===== config.mk =====
export PLATFORM = sky130hd
export DESIGN_NAME = uart_cmd_decoder
export DESIGN_NICKNAME = d
export VERILOG_FILES = /design/src/rtl/whack_cmd_pkg.sv /design/src/rtl/byte_timeout_timer.sv /design/src/rtl/uart_cmd_decoder.sv
export SDC_FILE = /design/constraint.sdc
export NUM_CORES = 1
export LEC_CHECK = 0
export BUFFER_PORTS_ARGS = -buffer_cell sky130_fd_sc_hd__buf_2
export CELL_PAD_IN_SITES_DETAIL_PLACEMENT = 1
export CELL_PAD_IN_SITES_GLOBAL_PLACEMENT = 1
export CORE_AREA = 2 2 98 100
export CTS_CLUSTER_SIZE = 14
export DETAILED_ROUTE_END_ITERATION = 7
export DIE_AREA = 0 0 100 102
export PLACE_DENSITY_LB_ADDON = 0.1
export RECOVER_POWER = 100
export REMOVE_ABC_BUFFERS = 1
export SYNTH_ARGS = -nofsm -noshare
export SYNTH_HDL_FRONTEND = slang
export SYNTH_SLANG_ARGS = --single-unit

===== constraint.sdc =====
create_clock -name clock -period 5.85 [get_ports clock]
set_input_delay 0.585 -clock clock [delete_from_list [all_inputs] [get_ports clock]]
set_output_delay 0.585 -clock clock [all_outputs]
set_load 0.01 [all_outputs]

===== src/rtl/whack_cmd_pkg.sv =====
// Shared constants and types for the whack-a-mole PC-to-FPGA command link:
// packet bytes, opcodes, ACK/NAK codes, decoder FSM states and packet validation.
package whack_cmd_pkg;

    localparam logic [7:0] HDR_BYTE  = 8'hA5;
    localparam logic [7:0] OPC_START = 8'h01;
    localparam logic [7:0] OPC_HIT   = 8'h02;
    localparam logic [7:0] OPC_RESET = 8'h03;
    localparam logic [7:0] ACK_BYTE  = 8'h06;
    localparam logic [7:0] NAK_BYTE  = 8'h15;
    localparam int         MOLE_CNT  = 5;

    typedef enum logic [1:0] {
        S_HDR = 2'd0,
        S_OPC = 2'd1,
        S_ARG = 2'd2,
        S_CHK = 2'd3
    } state_t;

    // A packet is accepted only if the checksum matches and the argument
    // is legal for a known opcode.
    function automatic logic pkt_ok(
        input logic [7:0] opc,
        input logic [7:0] arg,
        input logic [7:0] chk
    );
        logic arg_ok;
        case (opc)
            OPC_START: arg_ok = (arg == 8'h00);
            OPC_HIT:   arg_ok = (arg[7:5] == 3'b000);
            OPC_RESET: arg_ok = (arg == 8'h00);
            default:   arg_ok = 1'b0;
        endcase
        return arg_ok && (chk == (opc ^ arg));
    endfunction

endpackage


===== src/rtl/byte_timeout_timer.sv =====
// Inter-byte silence timer: counts while run is high, cleared by clear.
// Ports: clock, reset (async, active-high), clear, run -> expired (combinational).
module byte_timeout_timer #(
    parameter int TIMEOUT_CLKS = 1_000_000
) (
    input  logic clock,
    input  logic reset,
    input  logic clear,
    input  logic run,
    output logic expired
);

    localparam int CW = (TIMEOUT_CLKS > 1) ? $clog2(TIMEOUT_CLKS) : 1;
    localparam logic [CW-1:0] LAST = CW'(TIMEOUT_CLKS - 1);

    logic [CW-1:0] cnt_q, cnt_d;

    // A byte arriving in the expiry cycle suppresses the timeout.
    assign expired = run & ~clear & (cnt_q == LAST);

    always_comb begin
        cnt_d = cnt_q + 1'b1;
        if (clear || !run || expired) cnt_d = '0;
    end

    always_ff @(posedge clock or posedge reset) begin
        if (reset) cnt_q <= '0;
        else       cnt_q <= cnt_d;
    end

endmodule


===== src/rtl/uart_cmd_decoder.sv =====
// Frames 4-byte command packets (A5 OPC ARG CHK) from uart_rx into one-cycle
// start / hit / game-reset pulses, with error pulse and saturating error count.
// Ports: clock, reset, rx_data, rx_ready, game_active -> start_pulse, hit_mask,
// game_reset_pulse, cmd_error, error_count, busy.
// Optional UART_CMD_ACK_EN: adds ack_valid/ack_data outputs and ack_ready input.
module uart_cmd_decoder
    import whack_cmd_pkg::*;
#(
    parameter int TIMEOUT_CLKS = 1_000_000,
    parameter int ERR_CNT_W    = 8
) (
    input  logic                 clock,
    input  logic                 reset,
    input  logic [7:0]           rx_data,
    input  logic                 rx_ready,
    input  logic                 game_active,
`ifdef UART_CMD_ACK_EN
    output logic                 ack_valid,
    output logic [7:0]           ack_data,
    input  logic                 ack_ready,
`endif
    output logic                 start_pulse,
    output logic [MOLE_CNT-1:0]  hit_mask,
    output logic                 game_reset_pulse,
    output logic                 cmd_error,
    output logic [ERR_CNT_W-1:0] error_count,
    output logic                 busy
);

    state_t                state_q, state_d;
    logic [7:0]            opc_q, opc_d;
    logic [7:0]            arg_q, arg_d;
    logic                  start_q, start_d;
    logic [MOLE_CNT-1:0]   hit_q, hit_d;
    logic                  grst_q, grst_d;
    logic                  err_q, err_d;
    logic [ERR_CNT_W-1:0]  ecnt_q, ecnt_d;
    logic                  done_d;
    logic                  accept_d;
    logic                  expired;

    assign busy = (state_q != S_HDR);

    byte_timeout_timer #(
        .TIMEOUT_CLKS(TIMEOUT_CLKS)
    ) u_timer (
        .clock  (clock),
        .reset  (reset),
        .clear  (rx_ready),
        .run    (busy),
        .expired(expired)
    );

    always_comb begin
        state_d  = state_q;
        opc_d    = opc_q;
        arg_d    = arg_q;
        start_d  = 1'b0;
        hit_d    = '0;
        grst_d   = 1'b0;
        err_d    = 1'b0;
        done_d   = 1'b0;
        accept_d = 1'b0;
        if (rx_ready) begin
            unique case (state_q)
                S_HDR: if (rx_data == HDR_BYTE) state_d = S_OPC;
                S_OPC: begin
                    opc_d   = rx_data;
                    state_d = S_ARG;
                end
                S_ARG: begin
                    arg_d   = rx_data;
                    state_d = S_CHK;
                end
                S_CHK: begin
                    state_d  = S_HDR;
                    done_d   = 1'b1;
                    accept_d = pkt_ok(opc_q, arg_q, rx_data);
                    if (!accept_d) begin
                        err_d = 1'b1;
                    end else begin
                        case (opc_q)
                            OPC_START: start_d = 1'b1;
                            OPC_RESET: grst_d  = 1'b1;
                            default:   hit_d   = game_active ? arg_q[MOLE_CNT-1:0] : '0;
                        endcase
                    end
                end
            endcase
        end else if (expired) begin
            state_d = S_HDR;
            err_d   = 1'b1;
        end
    end

    always_comb begin
        ecnt_d = ecnt_q;
        if (err_d && (ecnt_q != '1)) ecnt_d = ecnt_q + 1'b1;
    end

    always_ff @(posedge clock or posedge reset) begin
        if (reset) begin
            state_q <= S_HDR;
            opc_q   <= '0;
            arg_q   <= '0;
            start_q <= 1'b0;
            hit_q   <= '0;
            grst_q  <= 1'b0;
            err_q   <= 1'b0;
            ecnt_q  <= '0;
        end else begin
            state_q <= state_d;
            opc_q   <= opc_d;
            arg_q   <= arg_d;
            start_q <= start_d;
            hit_q   <= hit_d;
            grst_q  <= grst_d;
            err_q   <= err_d;
            ecnt_q  <= ecnt_d;
        end
    end

    assign start_pulse      = start_q;
    assign hit_mask         = hit_q;
    assign game_reset_pulse = grst_q;
    assign cmd_error        = err_q;
    assign error_count      = ecnt_q;

`ifdef UART_CMD_ACK_EN
    logic       ackv_q;
    logic [7:0] ackd_q;

    // A fresh completion takes priority over the consumer's handshake.
    always_ff @(posedge clock or posedge reset) begin
        if (reset) begin
            ackv_q <= 1'b0;
            ackd_q <= 8'h00;
        end else if (done_d) begin
            ackv_q <= 1'b1;
            ackd_q <= accept_d ? ACK_BYTE : NAK_BYTE;
        end else if (ack_ready) begin
            ackv_q <= 1'b0;
        end
    end

    assign ack_valid = ackv_q;
    assign ack_data  = ackd_q;
`else
    logic unused_done;
    assign unused_done = done_d ^ accept_d;
`endif

endmodule

# After elaboration in Yosys (flattened, before gate mapping)
# Index checks and enable logic that the tools add are counted.
# classes
add_sub_neg	2
n_mul	0
div	0
n_lt_le_gt_ge	0
eq_ne	11
shift	0
mux	25
bitwise_logic	4
reduce_logical	14
# op_table
cell	count
$mux W5	5
$add A20 B1 Y20 const B	1
$eq A20 B20 Y1 const B	1
$mux W20	1
$eq A8 B2 Y1 const B	2
$mux W1	14
$add A8 B1 Y8 const B	1
$eq A8 B1 Y1 const B	1
$eq A8 B8 Y1	1
$eq A8 B8 Y1 const B	1
$logic_not A8 Y1	1
$ne A8 B8 Y1 const B	1
$pmux W2 S4	1
$xor A8 B8 Y8	1
$mux W2	3
$reduce_and A2 Y1	3
$eq A2 B2 Y1 const B	2
$reduce_bool A2 Y1	2
$logic_not A3 Y1	1
$ne A3 B3 Y1 const B	1
$and A1 B1 Y1	2
$eq A2 B1 Y1 const B	1
$logic_and A1 B1 Y1	2
$logic_not A2 Y1	1
5 further kinds	6
# totals
regBits	54
latch_bits	0
mem_bits_rw	0
mem_bits_ro	0
input_bits	12
out_inout_bits	17
wordCells	65
mem_count	0

# Longest topological paths before layout
# Gate-level depths: netlist of run 1.
# depth
ltp_word	10
mapped_depth	8
ltp_nobuf	7

# Hierarchy
# From an unflattened synthesis of run 1, not the netlist that was laid out.
# hier_totals
cells_unflattened	239
area_unflattened_um2	2695.1
# modules_own_cells
mod	instances	cells_per_inst	area_each_um2	seq_area_each_um2
uart_cmd_decoder	1	129	1664.1	850.8
byte_timeout_timer	1	110	1031.0	500.5

# Worst setup path before layout of run 1
# Ideal clock, no wire load.
# synth_path
path_kind	register to register
start	reg opc_q[6]
end	reg ecnt_q[1], in the netlist error_count[1]
setup_ns	0.128
arrival_time_ns	1.898
required_time_ns	5.722
setup_slack_ns	3.825
stages_incl_launch_ff	7
n_path_buf	0
synth_period_minus_slack_ns	2.025
cell_sequence	dfrtp_1 > or4_4 > nor3_4 > nor4b_4 > a21oi_2 > o21ai_4 > mux2_1
# synth_between
elab_chain_len	10
elab_cells_between_ends	14
classes_between	4 x eq/ne; 6 x mux; 1 x bitwise; 3 x reduce/logical
# synth_lines
element	line	source
start: declaration	uart_cmd_decoder.sv:31	logic [7:0] opc_q, opc_d;
start signal: assignment	uart_cmd_decoder.sv:113	opc_q <= opc_d;
$eq A8 B2 Y1 / $eq A8 B1 Y1 (equally long branches)	whack_cmd_pkg.sv:28	case (opc)
$reduce_or A2 Y1 (no line)	-	
$pmux W1 S2	whack_cmd_pkg.sv:28	
$mux W1	uart_cmd_decoder.sv:65	unique case (state_q)
$mux W1	uart_cmd_decoder.sv:64	if (rx_ready) begin
$logic_and A1 B1 Y1 *	whack_cmd_pkg.sv:34	return arg_ok && (chk == (opc ^ arg));
$mux W1 *	uart_cmd_decoder.sv:79	if (!accept_d) begin
$mux W1 *	uart_cmd_decoder.sv:65	
$mux W1 *	uart_cmd_decoder.sv:64	
$logic_and A1 B1 Y1 *	uart_cmd_decoder.sv:98	if (err_d && (ecnt_q != '1)) ecnt_d = ecnt_q + 1'b1;
end signal: assignment	uart_cmd_decoder.sv:119	ecnt_q <= ecnt_d;
end: declaration	uart_cmd_decoder.sv:37	logic [ERR_CNT_W-1:0] ecnt_q, ecnt_d;
# Every way passes the cells marked *; elsewhere a longest branch is shown, timed or not. The select of a mux whose other input is x is not followed.
# A chain may end at the register's enable or synchronous reset.

# Final worst setup path of run 1
# Same ends and word-level chain as after synthesis.

==> results of run 1 <==
## worst reg2reg max path: cells and delay by family, from the launching register on
kind	cells	cell delay, ns
simple gates	3	1.54
compound gates	2	0.70
flops	1	0.41
mux	1	0.35
## metal layers
layer	wire length [um]	vias up	part of all wire	track usage
met5	0	-	0	0
met4	44	0	0.0081	0.0285
met3	177	5	0.033	0.0253
met2	2520	20	0.47	0.183
met1	2670	891	0.49	0.159
li1	-	863	-	-
## power by group through the flow
stage | Clock [mW] | Combinational [mW] | Sequential, mW
after floorplan | 0 | 0.257 | 0.524
after global placement | 0 | 0.331 | 0.542
after detailed placement | 0 | 0.333 | 0.543
after CTS | 0.226 | 0.337 | 0.536
after global routing | 0.237 | 0.358 | 0.544
final | 0.213 | 0.311 | 0.530
## cell type report
class                   count  area (sq um)  share of cell area
multi-input cells         162          1200               0.407
clock inverters             1          5.00             0.00169
clock buffers               7          86.3              0.0292
inverters                  13          48.8              0.0165
repair buffers             29           123              0.0415
flip-flops and latches     54          1350               0.457
well taps                 111           139              0.0470
## kinds of logic after synthesis
logic type      count (synthesis)
mux                            18
flops                          54
buf+inv                        17
xor+xnor                       32
simple gates                   93
fa+ha+maj                       6
compound gates                 13
## how the worst min path moves through the flow
stage	startpoint	endpoint	cells past startpoint
2_1_floorplan	u_timer.cnt_q[0]$_DFF_PP0_	u_timer.cnt_q[0]$_DFF_PP0_	1
3_3_place_gp	u_timer.cnt_q[0]$_DFF_PP0_	u_timer.cnt_q[0]$_DFF_PP0_	1
3_5_place_dp	u_timer.cnt_q[0]$_DFF_PP0_	u_timer.cnt_q[0]$_DFF_PP0_	1
4_1_cts	u_timer.cnt_q[0]$_DFF_PP0_	u_timer.cnt_q[0]$_DFF_PP0_	1
5_1_grt	u_timer.cnt_q[0]$_DFF_PP0_	u_timer.cnt_q[0]$_DFF_PP0_	1
6_report	u_timer.cnt_q[0]$_DFF_PP0_	u_timer.cnt_q[0]$_DFF_PP0_	1
## cells in the mapped netlist, types with 2 or more instances
cell	count	area (sq um)
o21ai_0	2	10.0
and3_1	10	62.6
nand4_1	5	31.3
xnor2_1	12	105
nor4_1	2	12.5
or4bb_1	2	22.5
and2_1	2	12.5
xor2_1	15	131
buf_2	3	15.0
nand2_1	12	45.0
nor4b_1	2	17.5
nor3b_1	3	22.5
and4_1	2	17.5
o22ai_1	2	12.5
nor3_1	2	10.0
mux2_2	16	180
inv_1	13	48.8
o211ai_1	5	37.5
xnor3_1	5	113
ha_1	6	75.1
nor2_1	30	113
nand3_1	13	65.1
dfrtp_1	54	1350
## metrics by stage
stage,utilization,instances,setup WS [ns],hold WS (ns)
3_3_place_gp,0.322,369,3.55,0.447
5_1_grt,0.324,377,2.19,0.485
2_1_floorplan,-,229,3.82,0.424
6_report,0.324,377,2.73,0.456
4_1_cts,0.332,377,3.60,0.464
3_5_place_dp,0.322,369,3.52,0.450
## flip-flops by register name (all words and copies together) (netlist names)
| name | cells |
|---|---|
| error_count | 8 |
| arg_q | 8 |
| hit_mask | 5 |
| u_timer.cnt_q | 20 |
| cmd_error | 1 |
| start_pulse | 1 |
| state_q | 2 |
| opc_q | 8 |
| game_reset_pulse | 1 |
==> results.sh, run 1 <==
export IMPL_p_seq_frac=0.502
export IMPL_cts_tree="yes"
export IMPL_path_buf_inv=0
export IMPL_cts_resized=0
export IMPL_num_vias=1779
export IMPL_rsz0062_at_grt="no"
export IMPL_switchingPower_mw=0.333
export IMPL_synth_yosys_warnings=0
export IMPL_maxCapViolations=1
export IMPL_fin_tns_setup_ns=0
export IMPL_power_share_combinational=0.295
export IMPL_synth_simple_area_share=0.196
export IMPL_die_y_um=102
export IMPL_endpoint="error_count[1]$_DFFE_PP0P_"
export IMPL_synth_area_mux_share=0.0756
export IMPL_grt_max_degree=55
export IMPL_cts_sinks=54
export IMPL_drive_gt1_frac=0.135
export IMPL_peakVddDrop_mv=0.144
export IMPL_worst_slew_pin_slew_ns=2.96
export IMPL_antenna_diode_count=0
export IMPL_track_usage=0.115
export IMPL_ys_flop_type="dfrtp_1"
export IMPL_fin_area_sq_um=2950
export IMPL_dr_first_iter_drc_count=36
export IMPL_io_buffers=28
export IMPL_die_w_um=100
export IMPL_drt_first_pass_iters=4
export IMPL_p_int_mw=0.721
export IMPL_grt_pass1_vias=1908
export IMPL_p_per_area_nw_per_um2=357
export IMPL_initial_core_util=0.292
export IMPL_cpMaxStageDelayCell="or4_2"
export IMPL_violations="max-capacitance violations, max-slew violations"
export IMPL_synth_xor_area_frac=0.131
export IMPL_synth_async_reset_ratio=1.00
export IMPL_cts_root_buf="clkbuf_8"
export IMPL_critPathMaxFanout=8
export IMPL_vias_per_cell=4.72
export IMPL_clockPowerShare=0.202
export IMPL_worst_setup_path_start_kind="register"
export IMPL_synth_compound_area_share=0.0366
export IMPL_layout_min_cycle_time_ns=3.12
export IMPL_synth_top_family_by_area="simple AND/OR/NAND/NOR gates"
export IMPL_nFillCells=1036
export IMPL_ant_nets=0
export IMPL_cp_num_cells=6
export IMPL_ioPinCount=29
export IMPL_placed_cell_area_sq_um=2930
export IMPL_final_hold_viol_count=0
export IMPL_synthAdderAreaFrac=0.0282
export IMPL_wirelength_um=5420
export IMPL_clkTransAtPathRegs_ns=0.10
export IMPL_status="finished, violations left"
export IMPL_grt_pass1_wl_um=9320
export IMPL_clock_fmax_mhz=321
export IMPL_synthDistinctLibCells=38
export IMPL_synth_seq_cells=54
export IMPL_cp_cell_sequence="or4_2 > nor3_1 > nor4b_1 > a21oi_1 > o21ai_0 > mux2_1"
export IMPL_design_die_area_sq_um=10200
export IMPL_antenna_found_initial=0
export IMPL_layout_nets=283
export IMPL_r2r_cells=6
export IMPL_r2r_slack_ns=2.73
export IMPL_crit_arrival_ns=3.31
export IMPL_final_common_cell="dfrtp_1"
export IMPL_wl_per_cell_um=14.4
export IMPL_fin_crit_sh=0.533
export IMPL_cts_post_setup_buffers_inserted=0
export IMPL_area_delta_synth_final_pct=10.9
export IMPL_syn_avg_cell_area_sq_um=11.4
export IMPL_syn_area_sq_um=2660
export IMPL_yosysSeqAreaShare=0.507
export IMPL_gp_congestion=0.724
export IMPL_cts_hold_buf=0
export IMPL_p_sw_frac=0.316
export IMPL_critPathKind="reg2reg"
export IMPL_maxSlewHeadroom=-0.976
export IMPL_htree_levels=2
export IMPL_route_detailed_drc=0
export IMPL_critPathTopFamily="simple AND/OR/NAND/NOR gates"
export IMPL_crit_required_ns=6.04
export IMPL_numCtsBuffers=5
export IMPL_timing_rr_end="error_count[1]$_DFFE_PP0P_"
export IMPL_core_sq_um=9110
export IMPL_slowest_delay_ns=0.67
export IMPL_finalSetupViolCount=0
export IMPL_insertion_delay_ns=0.30
export IMPL_clock_path_buffers=2
export IMPL_hp_class="reg2reg"
export IMPL_synth_edf_count=0
export IMPL_r2r_start="opc_q[6]$_DFFE_PP0P_"
export IMPL_cp_end_kind="register"
export IMPL_dpl_hpwl_um=3880
export IMPL_slew_violations=55
export IMPL_grt_overflow=0
export IMPL_rows=35
export IMPL_leakagePower_nw=1.34
export IMPL_layout_common_cells="54 x dfrtp_1, 30 x nor2_1, 19 x clkbuf_1"
export IMPL_synthCells=233
export IMPL_skew_ns=0.00676
export IMPL_total_power_mw=1.05
export IMPL_startpoint="opc_q[6]$_DFFE_PP0P_"
Note: power is estimated with default switching activity, not from simulation.
==> inputs of run 2 (changes only) <==
- clock period: 5.85 -> 2.7 ns (I/O delays scaled with it)
==> run 2 against run 1 <==
Effect of this change: the run now ends clean; combinational power is 130% higher; maximum frequency is 37% higher; routed wire length is 2.8% higher; first-iteration DRC count is 53% higher; non-clock buffer count is 2 higher; setup slack worse by 2.3 ns; clock power is 130% higher.
==> results.sh, run 2 (synthesis results as in run 1) <==
export IMPL_status="complete, no violations"
export IMPL_design_die_area_sq_um=10200
export IMPL_timing_rr_end="error_count[1]$_DFFE_PP0P_"
export IMPL_initial_core_util=0.292
export IMPL_skew_ns=0.0163
export IMPL_die_y_um=102
export IMPL_worst_setup_path_start_kind="register"
export IMPL_critPathTopFamily="simple AND/OR/NAND/NOR gates"
export IMPL_critPathKind="reg2reg"
export IMPL_layout_common_cells="54 x dfrtp_1, 30 x nor2_1, 19 x clkbuf_1"
export IMPL_largest_reg_flops=20
export IMPL_top_register="u_timer.cnt_q"
export IMPL_fin_crit_sh=0.844
export IMPL_final_common_cell="dfrtp_1"
export IMPL_cp_cell_sequence="or4_4 > nor3_4 > nor4b_4 > a21oi_1 > o21ai_4 > mux2_1"
export IMPL_io_buffers=28
export IMPL_path_buf_inv=0
export IMPL_area_delta_synth_final_pct=13.6
export IMPL_r2r_cells=6
export IMPL_cts_tree="yes"
export IMPL_r2r_slack_ns=0.42
export IMPL_grt_util_met2=0.184
export IMPL_final_hold_viol_count=0
export IMPL_cts_root_buf="clkbuf_8"
export IMPL_rsz0062_at_grt="no"
export IMPL_cts_hold_buf=0
export IMPL_crit_required_ns=2.91
export IMPL_dr_first_iter_drc_count=55
export IMPL_gp_congestion=0.709
export IMPL_wl_per_cell_um=14.7
export IMPL_ioPinCount=29
export IMPL_route_detailed_drc=0
export IMPL_finalSetupViolCount=0
export IMPL_die_w_um=100
export IMPL_core_sq_um=9110
export IMPL_r2r_start="opc_q[6]$_DFFE_PP0P_"
export IMPL_grt_pass1_wl_um=9830
export IMPL_worstHoldStart="rx_data[3]"
export IMPL_hp_class="in2reg"
export IMPL_critPathMaxFanout=8
export IMPL_slew_violations=0
export IMPL_grt_busiest_layer="met2"
export IMPL_grt_use_met1=0.177
export IMPL_htree_levels=2
export IMPL_track_usage=0.121
export IMPL_worst_slew_pin_slew_ns=1.32
export IMPL_ant_nets=0
export IMPL_rows=35
export IMPL_min_to="arg_q[3]$_DFFE_PP0P_"
export IMPL_cts_sinks=54
export IMPL_final_core_util=0.332
export IMPL_fin_tns_setup_ns=0
export IMPL_leakagePower_nw=1.37
export IMPL_pre_cts_ws_ns=0.506
export IMPL_crit_arrival_ns=2.49
export IMPL_p_per_area_nw_per_um2=781
export IMPL_clock_path_buffers=2
export IMPL_wirelength_um=5570
export IMPL_cts_post_setup_buffers_inserted=0
export IMPL_grt_pass1_vias=1882
export IMPL_maxSlewHeadroom=0.121
export IMPL_antenna_found_initial=0
export IMPL_cts_resized=0
export IMPL_grt_overflow=0
export IMPL_worst_slack_ns=0.422
export IMPL_drive_gt1_frac=0.153
export IMPL_layout_nets=285
export IMPL_numCtsBuffers=5
export IMPL_grt_util_met3=0.0233
export IMPL_num_vias=1790
export IMPL_cpMaxStageDelayCell="or4_4"
export IMPL_dpl_hpwl_um=4010
export IMPL_holdPathStages=2
export IMPL_grt_max_degree=33
export IMPL_vias_per_cell=4.72
export IMPL_slowest_delay_ns=0.56
export IMPL_insertion_delay_ns=0.32
export IMPL_cp_end_kind="register"
export IMPL_clkTransAtPathRegs_ns=0.11
export IMPL_antenna_diode_count=0
export IMPL_startpoint="opc_q[6]$_DFFE_PP0P_"
export IMPL_maxCapViolations=0
export IMPL_clock_fmax_mhz=439
export IMPL_layout_min_cycle_time_ns=2.28
export IMPL_drt_first_pass_iters=4
export IMPL_peakVddDrop_mv=0.278
## run 2: metal layers
| metal | wire length, um | part of all wire |
|---|---|---|
| met1 | 2860 | 0.51 |
| met2 | 2490 | 0.45 |
| met4 | 68 | 0.012 |
| met3 | 157 | 0.028 |
| met5 | 0 | 0 |
## run 2: worst max-delay path by stage
stage | endpoint | depth (start not counted)
2_1_floorplan | error_count[1]$_DFFE_PP0P_ | 6
3_3_place_gp | error_count[1]$_DFFE_PP0P_ | 6
3_5_place_dp | error_count[1]$_DFFE_PP0P_ | 6
4_1_cts | error_count[1]$_DFFE_PP0P_ | 6
5_1_grt | error_count[1]$_DFFE_PP0P_ | 6
6_report | error_count[1]$_DFFE_PP0P_ | 6
## run 2: report_power, final
part	internal, mW	switching [mW]	leakage (nW)
registers	0.978	0.181	0.707
clock network	0.212	0.288	0.0478
logic	0.392	0.314	0.613
total	1.58	0.782	1.37
## run 2: through the flow
stage / area, sq um / cells / hold WS [ns] / power [mW]
after floorplan: 2650 / 229 / 0.343 / 1.69
after global placement: 2960 / 371 / 0.438 / 1.91
after detailed placement: 2960 / 371 / 0.443 / 1.91
after CTS: 3060 / 379 / 0.0879 / 2.43
after global routing: 3030 / 379 / 0.226 / 2.54
final: 3030 / 379 / 0.226 / 2.36
## run 2: layout make-up
type | count | area, sq um
fillers | 1052 | 6080
flip-flops and latches | 54 | 1350
multi-input cells | 162 | 1240
repair buffers | 31 | 146
well taps | 111 | 139
clock buffers | 6 | 82.6
inverters | 13 | 48.8
clock inverters | 2 | 16.3
==> inputs of run 3 (changes only) <==
- clock period: 2.7 -> 2 ns (I/O delays scaled with it)
==> run 3 against run 2 <==
Effect of this change: the run now ends with negative setup slack left; global-route usage rose by 0.30 points; design area rose by 8.3%; sequential cell count did not move; total power rose by 44%; register-to-register slack got worse by 0.48 ns; non-clock buffer count rose by 26; maximum frequency rose by 11%; sequential share of layout area fell by 3.4 points; core utilization rose by 2.8 points; worst hold slack got worse by 0.065 ns; highest routed layer unchanged.
==> results.sh, run 3 (synthesis results as in run 1) <==
export IMPL_cts_sinks=54
export IMPL_p_int_mw=2.29
export IMPL_critPathMaxFanout=2
export IMPL_antenna_diode_count=0
export IMPL_drt_first_pass_iters=4
export IMPL_initial_core_util=0.292
export IMPL_worst_slack_ns=-0.0576
export IMPL_grt_pass1_wl_um=10100
export IMPL_fin_crit_sh=1.03
export IMPL_switchingPower_mw=1.12
export IMPL_clock_fmax_mhz=486
export IMPL_ioPinCount=29
export IMPL_die_y_um=102
export IMPL_p_seq_frac=0.438
export IMPL_worstHoldStart="rx_ready"
export IMPL_top_register="u_timer.cnt_q"
export IMPL_startpoint="opc_q[6]$_DFFE_PP0P_"
export IMPL_peakVddDrop_mv=0.468
export IMPL_final_common_cell="dfrtp_1"
export IMPL_rsz0062_at_grt="yes"
export IMPL_p_per_area_nw_per_um2=1040
export IMPL_cp_end_kind="register"
export IMPL_r2r_start="opc_q[6]$_DFFE_PP0P_"
export IMPL_dpl_hpwl_um=4320
export IMPL_track_usage=0.124
export IMPL_final_hold_viol_count=0
export IMPL_layout_nets=311
export IMPL_wl_per_cell_um=14.3
export IMPL_p_sw_frac=0.328
export IMPL_design_die_area_sq_um=10200
export IMPL_cts_root_buf="clkbuf_8"
export IMPL_rows=35
export IMPL_die_w_um=100
export IMPL_area_delta_synth_final_pct=23.0
export IMPL_layout_common_cells="54 x dfrtp_1, 26 x nor2_1, 21 x clkbuf_1"
export IMPL_final_core_util=0.360
export IMPL_drive_gt1_frac=0.259
export IMPL_hp_class="in2reg"
export IMPL_cts_tree="yes"
export IMPL_grt_pass1_vias=2022
export IMPL_grt_overflow=0
export IMPL_num_vias=1870
export IMPL_gp_congestion=0.706
export IMPL_layout_min_cycle_time_ns=2.06
export IMPL_crit_required_ns=2.20
export IMPL_critPathKind="reg2reg"
export IMPL_status="finished, violations left"
export IMPL_route_detailed_drc=0
export IMPL_maxCapViolations=0
export IMPL_insertion_delay_ns=0.31
export IMPL_skew_ns=0.00509
export IMPL_ant_nets=0
export IMPL_maxSlewHeadroom=0.428
export IMPL_slew_violations=0
export IMPL_clock_path_buffers=2
export IMPL_fin_area_sq_um=3280
export IMPL_io_buffers=28
export IMPL_placed_cell_area_sq_um=3140
export IMPL_largest_reg_flops=20
export IMPL_finalSetupViolCount=7
export IMPL_antenna_found_initial=0
export IMPL_wirelength_um=5800
export IMPL_violations="negative setup slack"
export IMPL_clkTransAtPathRegs_ns=0.10
export IMPL_leakagePower_nw=1.49
export IMPL_clockPowerShare=0.188
export IMPL_nFillCells=1037
export IMPL_worst_slew_pin_slew_ns=0.857
export IMPL_power_share_combinational=0.375
export IMPL_vias_per_cell=4.62
export IMPL_core_sq_um=9110
export IMPL_htree_levels=2
export IMPL_worst_setup_path_start_kind="register"
export IMPL_numCtsBuffers=5
export IMPL_dr_first_iter_drc_count=67
export IMPL_crit_arrival_ns=2.26
export IMPL_grt_max_degree=22
[run 3: cell types whose count changed in the layout (fill, tap and decap cells not counted), moves of 2 or more]
cell / before / now
buf_4: 0 / 16
clkbuf_1: 19 / 21
nor2_1: 30 / 26
clkbuf_2: 0 / 2
nor2_4: 0 / 2
nor2_2: 0 / 2
buf_6: 0 / 3
[run 3: final timing paths]
kind                                                     to  slack [ns]  depth (start not counted)
worst min register to register   u_timer.cnt_q[0]$_DFF_PP0_        0.46                          1
min in group asynchronous       u_timer.cnt_q[18]$_DFF_PP0_        0.60                          3
worst max-delay path             error_count[1]$_DFFE_PP0P_       -0.06                          6
worst min-delay path             u_timer.cnt_q[4]$_DFF_PP0_        0.16                          2
max in group asynchronous              arg_q[0]$_DFFE_PP0P_        0.48                          4
worst max register to register   error_count[1]$_DFFE_PP0P_       -0.06                          6
[run 3: final cells by class]
class / count / area (sq um) / share of cell area
Multi-Input combinational cell: 162 / 1310 / 0.398
Tap cell: 111 / 139 / 0.0424
Clock inverter: 3 / 23.8 / 0.00725
Timing Repair Buffer: 57 / 340 / 0.104
Sequential cell: 54 / 1350 / 0.412
Clock buffer: 5 / 68.8 / 0.0210
Inverter: 13 / 48.8 / 0.0149
[run 3: through the flow]
| step | cells | TNS, ns | power, mW | hold WS [ns] | setup slack (ns) |
|---|---|---|---|---|---|
| finish | 405 | -0.201 | 3.40 | 0.161 | -0.0576 |
| detailed placement | 393 | -0.423 | 2.80 | 0.245 | -0.0725 |
| floorplan | 229 | -0.0257 | 2.28 | 0.273 | -0.0257 |
| global route | 405 | -1.63 | 3.66 | 0.178 | -0.164 |
| global placement | 393 | -0.0427 | 2.79 | 0.249 | -0.0103 |
| CTS | 404 | -0.351 | 3.50 | 0.152 | -0.0690 |
[run 3: critical path, stage by stage (launching register included)]
cell and delay, ns:
dfrtp_1 0.39, or4_4 0.54, nor3_4 0.13, nor4b_4 0.28, a21oi_2 0.13, o21ai_4 0.17
mux2_4 0.31
[run 3: per-layer routing]
layer	global-route usage	wire, um	vias up
met1	0.181	2950	922
met4	0.0253	48	0
met3	0.0226	132	4
li1	-	-	923
met5	0	0	-
met2	0.194	2670	21
[run 3: timing repair]
| item | CTS | global route |
|---|---|---|
| setup buffers | 2 | 1 |
| gates resized for setup | 2 | 15 |
| hold endpoints to repair | 18 | 0 |
| endpoints found under the setup margin | 8 | 27 |
| gates cloned | 0 | 0 |
| pin swaps | 3 | 4 |
| hold buffers | 1 | 0 |
[run 3: power by group through the flow]
| stage | Sequential, mW | Clock, mW | Combinational (mW) |
|---|---|---|---|
| 5_1_grt | 1.52 | 0.716 | 1.42 |
| 3_3_place_gp | 1.50 | 0 | 1.28 |
| 4_1_cts | 1.49 | 0.682 | 1.33 |
| 2_1_floorplan | 1.53 | 0 | 0.753 |
| 3_5_place_dp | 1.52 | 0 | 1.28 |
| 6_report | 1.49 | 0.640 | 1.27 |
